**config.mk**
```make
export PLATFORM = sky130hd
export DESIGN_NAME = hazard_scoreboard
export DESIGN_NICKNAME = d
export VERILOG_FILES = /design/src/rtl/hazard_scoreboard.sv
export SDC_FILE = /design/constraint.sdc
export NUM_CORES = 1
export LEC_CHECK = 0
export ABC_AREA = 1
export CAP_MARGIN = 20
export CORE_MARGIN = 2
export CORE_UTILIZATION = 25
export CTS_CLUSTER_SIZE = 40
export DETAILED_ROUTE_END_ITERATION = 6
export GPL_ROUTABILITY_DRIVEN = 0
export SYNTH_ARGS = -nofsm -noshare
export SYNTH_HDL_FRONTEND = slang
export SYNTH_SLANG_ARGS = --single-unit
```
**constraint.sdc**
```tcl
create_clock -name clk -period 10.62 [get_ports clk]
set_clock_uncertainty 0.15 [all_clocks]
set_input_delay 1.062 -clock clk [delete_from_list [all_inputs] [get_ports clk]]
set_output_delay 1.062 -clock clk [all_outputs]
set_load 0.02 [all_outputs]
```
**src/rtl/hazard_scoreboard.sv**
```systemverilog
// hazard_scoreboard: per-register latency countdown scoreboard that
// produces the ID stall, the post-branch IF/ID flush and a pending vector.
//
// Ports:
//   clk, rst            clock, async active-high reset
//   id_valid            ID holds a real instruction
//   id_rs_addr/_used    source rs and whether it is read
//   id_rt_addr/_used    source rt and whether it is read
//   id_wen, id_wd_addr  destination write enable and register
//   id_lat              cycles until the result is forwardable
//   id_branch_taken     ID resolved a taken branch or jump
//   freeze              global pipeline freeze
//   stall_id            hold IF/ID, bubble into EXE (combinational)
//   flush_if            clear the IF/ID register
//   pending             bit r set while register r has a result in flight
//
// Optional macro HAZARD_PERF_EN adds perf_clr, perf_stall_cycles and
// perf_flush_cycles (saturating 32-bit event counters).
module hazard_scoreboard #(
  parameter int ADDR_W      = 5,
  parameter int LAT_W       = 3,
  parameter int MAX_LAT     = 6,
  parameter int FLUSH_DEPTH = 1
) (
  input  logic                 clk,
  input  logic                 rst,
  input  logic                 id_valid,
  input  logic [ADDR_W-1:0]    id_rs_addr,
  input  logic [ADDR_W-1:0]    id_rt_addr,
  input  logic                 id_rs_used,
  input  logic                 id_rt_used,
  input  logic                 id_wen,
  input  logic [ADDR_W-1:0]    id_wd_addr,
  input  logic [LAT_W-1:0]     id_lat,
  input  logic                 id_branch_taken,
  input  logic                 freeze,
`ifdef HAZARD_PERF_EN
  input  logic                 perf_clr,
  output logic [31:0]          perf_stall_cycles,
  output logic [31:0]          perf_flush_cycles,
`endif
  output logic                 stall_id,
  output logic                 flush_if,
  output logic [2**ADDR_W-1:0] pending
);

  localparam int NREG = 2**ADDR_W;
  localparam logic [LAT_W-1:0] MAX_L = LAT_W'(MAX_LAT);
  localparam logic [LAT_W-1:0] ONE_L = LAT_W'(1);
  localparam logic [2:0] FDEPTH = 3'(FLUSH_DEPTH);

  logic [LAT_W-1:0] cnt     [NREG];
  logic [LAT_W-1:0] cnt_nxt [NREG];
  logic [2:0]       flush_cnt;
  logic [NREG-1:0]  pend_nxt;

  logic             accept;
  logic             hazard_rs;
  logic             hazard_rt;
  logic             issue;
  logic             wr_en;
  logic [LAT_W-1:0] lat_eff;

  assign accept = id_valid & ~freeze & (flush_cnt == 3'd0);

  assign hazard_rs = id_rs_used & (id_rs_addr != '0) &
                     (cnt[id_rs_addr] > ONE_L);
  assign hazard_rt = id_rt_used & (id_rt_addr != '0) &
                     (cnt[id_rt_addr] > ONE_L);

  // cnt==1 forwards next cycle, so only >1 stalls
  assign stall_id = accept & (hazard_rs | hazard_rt);
  assign issue    = accept & ~stall_id;
  assign wr_en    = issue & id_wen & (id_wd_addr != '0);
  assign flush_if = (flush_cnt != 3'd0);

  // zero latency still needs one cycle; overlong latency is capped
  always_comb begin
    lat_eff = id_lat;
    if (id_lat == '0)
      lat_eff = ONE_L;
    else if (id_lat > MAX_L)
      lat_eff = MAX_L;
  end

  always_comb begin
    for (int r = 0; r < NREG; r++) begin
      cnt_nxt[r] = cnt[r];
      if (!freeze && cnt[r] != '0)
        cnt_nxt[r] = cnt[r] - ONE_L;
    end
    // younger write replaces whatever countdown is in flight
    if (wr_en)
      cnt_nxt[id_wd_addr] = lat_eff;
    cnt_nxt[0] = '0;
    pend_nxt = '0;
    for (int r = 0; r < NREG; r++)
      pend_nxt[r] = (cnt_nxt[r] != '0);
  end

  always_ff @(posedge clk or posedge rst) begin
    if (rst) begin
      for (int r = 0; r < NREG; r++)
        cnt[r] <= '0;
      pending <= '0;
    end else begin
      for (int r = 0; r < NREG; r++)
        cnt[r] <= cnt_nxt[r];
      pending <= pend_nxt;
    end
  end

  always_ff @(posedge clk or posedge rst) begin
    if (rst)
      flush_cnt <= 3'd0;
    else if (issue && id_branch_taken)
      flush_cnt <= FDEPTH;
    else if (flush_cnt != 3'd0 && !freeze)
      flush_cnt <= flush_cnt - 3'd1;
  end

`ifdef HAZARD_PERF_EN
  always_ff @(posedge clk or posedge rst) begin
    if (rst) begin
      perf_stall_cycles <= '0;
      perf_flush_cycles <= '0;
    end else if (perf_clr) begin
      perf_stall_cycles <= '0;
      perf_flush_cycles <= '0;
    end else begin
      if (stall_id && perf_stall_cycles != 32'hFFFF_FFFF)
        perf_stall_cycles <= perf_stall_cycles + 32'd1;
      if (flush_if && !freeze && perf_flush_cycles != 32'hFFFF_FFFF)
        perf_flush_cycles <= perf_flush_cycles + 32'd1;
    end
  end
`endif

endmodule

```
# --- Yosys cells after proc, flatten, opt, wreduce, memory -nomap -nowiden ---
# Index checks and enable logic that the tools add are counted.
classes:
  n_lt_le_gt_ge: 7
  n_mux: 45
  add_sub_neg: 32
  n_reduce_logical: 104
  n_bitwise: 16
op_table:
  columns: ["operator", "count"]
  rows:
  - ["nonzero test 3 bit", 63]
  - ["two-way mux 3 bit", 40]
  - ["bitwise mux 96 bit", 1]
  - ["subtractor 3 x 1 -> 3 bit (second input constant)", 32]
  - ["two-way mux 93 bit", 1]
  - ["logical AND 1 bit", 34]
  - ["binary-select mux 3 bit (select 5 bit)", 2]
  - ["greater-or-equal comparator 6 bit (second input constant)", 3]
  - ["inverter 5 -> 6 bit", 3]
  - ["demux 3 bit (select 5 bit)", 1]
  - ["nonzero test 5 bit", 3]
  - ["AND 1 bit", 10]
  - ["> comparator 3 x 1 -> 1 bit (second input constant)", 2]
  - ["logical NOT 3 bit", 2]
  - ["< comparator 6 x 1 -> 1 bit (second input constant)", 1]
  - ["> comparator 3 bit (second input constant)", 1]
  - ["inverter 1 bit", 2]
  - ["nonzero test 2 bit", 1]
  - ["logical NOT 1 bit", 1]
  - ["bitwise OR 1 bit", 1]
word_totals:
  ff_bits: 127
  word_cells: 237

# --- Depth between registers and ports, before layout ---
logic_depth:
  ltp_word: 14
  ltp_mapped: 19
  mapped_depth_nobuf: 18

# --- Least setup slack after synthesis ---
# OpenSTA, ideal clock, no wires.
synth_timing:
  kind: "input to output"
  from: "in id_rs_addr[1]"
  to: "out stall_id"
  n_path_buf: 1
  stages: 10
  path_slack_ns: 7.173
  arrival_ns: 2.235
  path_cell_list: "buf_2 > nor2_2 > o21ai_0 > nand3_1 > nor2_1 > nor2_1 > nand2_1 > nand2_1 > nand3_1 > a21oi_1"
synth_via:
  elab_chain_len: 8
  word_cells_on_any_way: 10
  classes_between: "1 x order compare; 3 x mux; 5 x bitwise; 1 x reduce/logical"
synth_rtl:
  columns: ["item", "line_no", "text"]
  rows:
  - ["start: declaration", "28", "input logic [ADDR_W-1:0] id_rs_addr,"]
  - ["inverter 5 -> 6 bit (implied by the code)", "67", "(cnt[id_rs_addr] > ONE_L);"]
  - ["binary-select mux 3 bit (select 5 bit)", "67", null]
  - ["two-way mux 3 bit (implied by the code) (2 in series)", "67", null]
  - ["> comparator 3 x 1 -> 1 bit", "67", null]
  - ["AND 1 bit (*)", "66", "assign hazard_rs = id_rs_used & (id_rs_addr != '0) &"]
  - ["bitwise OR 1 bit (*)", "72", "assign stall_id = accept & (hazard_rs | hazard_rt);"]
  - ["AND 1 bit (*)", "72", null]
  - ["end: declaration", "42", "output logic stall_id,"]
# Mark *: on every way between the ends. The rest lies on a longest branch, timed or not. The select of a mux whose other input is x is not followed.

# --- Final worst setup path ---
layout_timing:
  from: "in id_rs_addr[0]"
  to: "out stall_id"
# The elaborated chain is that of the path after synthesis.

==> results.ini <==
[run_status]
status=completed

[detailed_routing]
wl_per_cell_um=14.9
drt-initial-drc-count=728
drc_errors=0
via_per_inst=4.65
wirelength_um=28200
vias=8802
antenna_left=0
dr.pass1.iters=5

[worst_setup_path]
endpoint_kind=primary output
reg2reg_depth=15
crit_type=input port to primary output
crit_fanout=12
r2r_slack_ps=7610
cp-start-kind=input port
critical_path_arrival_ps=4320
cp_data_required_time_ps=9410

[cts]
clock_latency_ps=420
cts_hold_buf=0
post_cts_resized=0
clkSlewWorstSetupHoldPaths_ps=50
clock_path_buffers=2
cts_buffers=17
cts_root_buffer=clkbuf_16
cts_sinks=127
htree_levels=4
post_cts_buffers=0
cts_tree=built

[global_routing]
grt_max_degree=70
antenna_found_initial=2
grt_pass1_vias=8688
grt_use_total=0.150
grt_pass1_wl_um=45500
grt_overflow_total=0

[floorplanning]
die_w_um=198
coreArea_um2=36800
rows=70
initial_core_util=0.255
io_pins=60
die_area_um2=39100
die_y_um=198

[placed_design]
port_buffers=58
placed_cells=1861
dp_hpwl_um=19500
placed_cell_area_um2=10400

[logic_synthesis]
syn_inst=1375
yosysSeqAreaShare=0.339
ys_warn_count=0
netlist_area_um2=9380
synth_top_area_cell=dfrtp_1
synth.distinct_cells=26
syn_avg_cell_area_um2=6.82
synth.top_cell.area_share=0.339
synth_nets=1465
synth_seq_cells=127
ys_top_cells_by_area=dfrtp_1 34%, nand2_1 14%, inv_1 10%

[final_layout]
synthToLayoutAreaGrowth_pct=16.9
fill_cells=3941
final_cells=1891
design_area_um2=11000
drive_gt1_frac=0.0387
nets=1503

[sta]
worst_slew_pin_slew_ps=979
setup_viol=0
min_period_ps=5530
clock.fmax_mhz=181
hold_violations=0
maxSlewHeadroom=0.342
rsz0062_at_grt=false
setup_tns_ps=0
fin_crit_sh=0.521
drv_slew=0

[flow_run]
maxCapViolations=0

[min_path]
hold_depth=2
hold_class=flip-flop to flip-flop

[power_and_ir_drop]
vdd_ir_drop_max_mv=0.112
power_density_nw_per_um2=269
leakage_nw=5.82

-- area by class of cell --
class                      count  area (um^2)  area share
inverter                     253          955      0.0870
clock inverter                 6          110      0.0100
timing repair buffer          67          668      0.0609
clock buffer                  22          474      0.0432
antenna                        1         2.50    0.000228
tap                          468          586      0.0534
multi-input combinational    947         5000       0.456
sequential                   127         3180       0.290
-- cells by family (layout without fill, tap and decap cells) --
logic type,Yosys count,after routing,synth area share
compound gates,178,178,0.0955
buf+inv,301,348,0.128
flops,127,127,0.339
other cells,1,2,0.000400
fa+ha+maj,64,64,0.0853
simple gates,660,660,0.307
mux,13,13,0.0156
xor+xnor,31,31,0.0289
-- power by group --
part           leakage (nW)  switching, W  internal [W]  total [W]
Sequential             1.36      0.000153      0.000714   0.000867
Combinational          4.18      0.000875      0.000608    0.00148
Clock                 0.280      0.000216      0.000382   0.000598
Total                  5.82       0.00124       0.00170    0.00295
-- critical path: stages --
cell             delay (ps)
clkdlybuf4s50_1         980
inv_2                   270
nor2_2                  380
o21ai_0                 180
nand3_1                 100
nor2_1                   40
nor2_1                  130
nand2_1                 100
nand2_1                  70
nand3_1                 130
a21oi_1                 180
clkdlybuf4s50_1         680
-- final timing paths --
check                              start            to
hold reg to reg             flush_cnt[2]  flush_cnt[2]
min in group asynchronous            rst   pending[16]
max in group asynchronous            rst       cnt[69]
setup / recovery           id_rs_addr[0]      stall_id
setup reg to reg                 cnt[85]   pending[29]
hold / removal              flush_cnt[2]  flush_cnt[2]
-- synthesized netlist by cell type --
cell      instances
nand2_1         353
inv_1           251
dfrtp_1         127
o21ai_0         121
nor2_1          118
nand3_1         112
ha_1             64
nand3b_1         62
a21oi_1          53
xor2_1           31
clkbuf_1         21
buf_2            15
mux2_2           13
nor3_1            9
buf_6             6
buf_1             3
buf_4             3
nand4_1           3
inv_2             2
o22ai_1           2
conb_1            1
nand2_2           1
nor2_2            1
nor2_4            1
o211ai_1          1
o21ai_1           1
-- stage by stage --
stage | hold slack, ps | setup slack [ps] | total power, W | utilization
3_5_place_dp | 374 | 5180 | 0.00235 | 0.282
4_1_cts | 388 | 5170 | 0.00297 | 0.297
3_3_place_gp | 362 | 5180 | 0.00231 | 0.282
2_1_floorplan | 343 | 6020 | 0.00195 | -
5_1_grt | 419 | 4990 | 0.00327 | 0.298
6_report | 381 | 5090 | 0.00295 | 0.298
-- state kept, by name, indices dropped and copies added, names as in the netlist --
register / cells
cnt: 93
flush_cnt: 3
pending: 31
-- per-layer routing --
| layer | wire length [um] | GRT usage |
|---|---|---|
| met1 | 12400 | 0.188 |
| met2 | 13300 | 0.251 |
| met3 | 1790 | 0.0361 |
| met4 | 704 | 0.0560 |
| met5 | 13 | 0 |
-- placed cells by master, fill, tap and decap left out --
| cell | count |
|---|---|
| clkbuf_8 | 3 |
| nand3b_1 | 62 |
| ha_1 | 64 |
| buf_4 | 8 |
| clkbuf_1 | 2 |
| o21ai_0 | 121 |
| nand3_1 | 112 |
| clkdlybuf4s50_1 | 58 |
| clkbuf_16 | 17 |
| mux2_2 | 13 |
| diode_2 | 1 |
| xor2_1 | 31 |
| nand4_1 | 3 |
| nor2_1 | 118 |
| clkinvlp_4 | 2 |
| inv_6 | 1 |
| inv_1 | 249 |
| nor2_4 | 1 |
| buf_16 | 1 |
| conb_1 | 1 |
| nand2_2 | 1 |
| inv_2 | 3 |
| a21oi_1 | 53 |
| nand2_1 | 353 |
| o21ai_1 | 1 |
| dfrtp_1 | 127 |
| o22ai_1 | 2 |
| nor3_1 | 9 |
| o211ai_1 | 1 |
| clkinv_2 | 1 |
| bufinv_16 | 3 |
| nor2_2 | 1 |
Power figures use the tool's default switching activity.
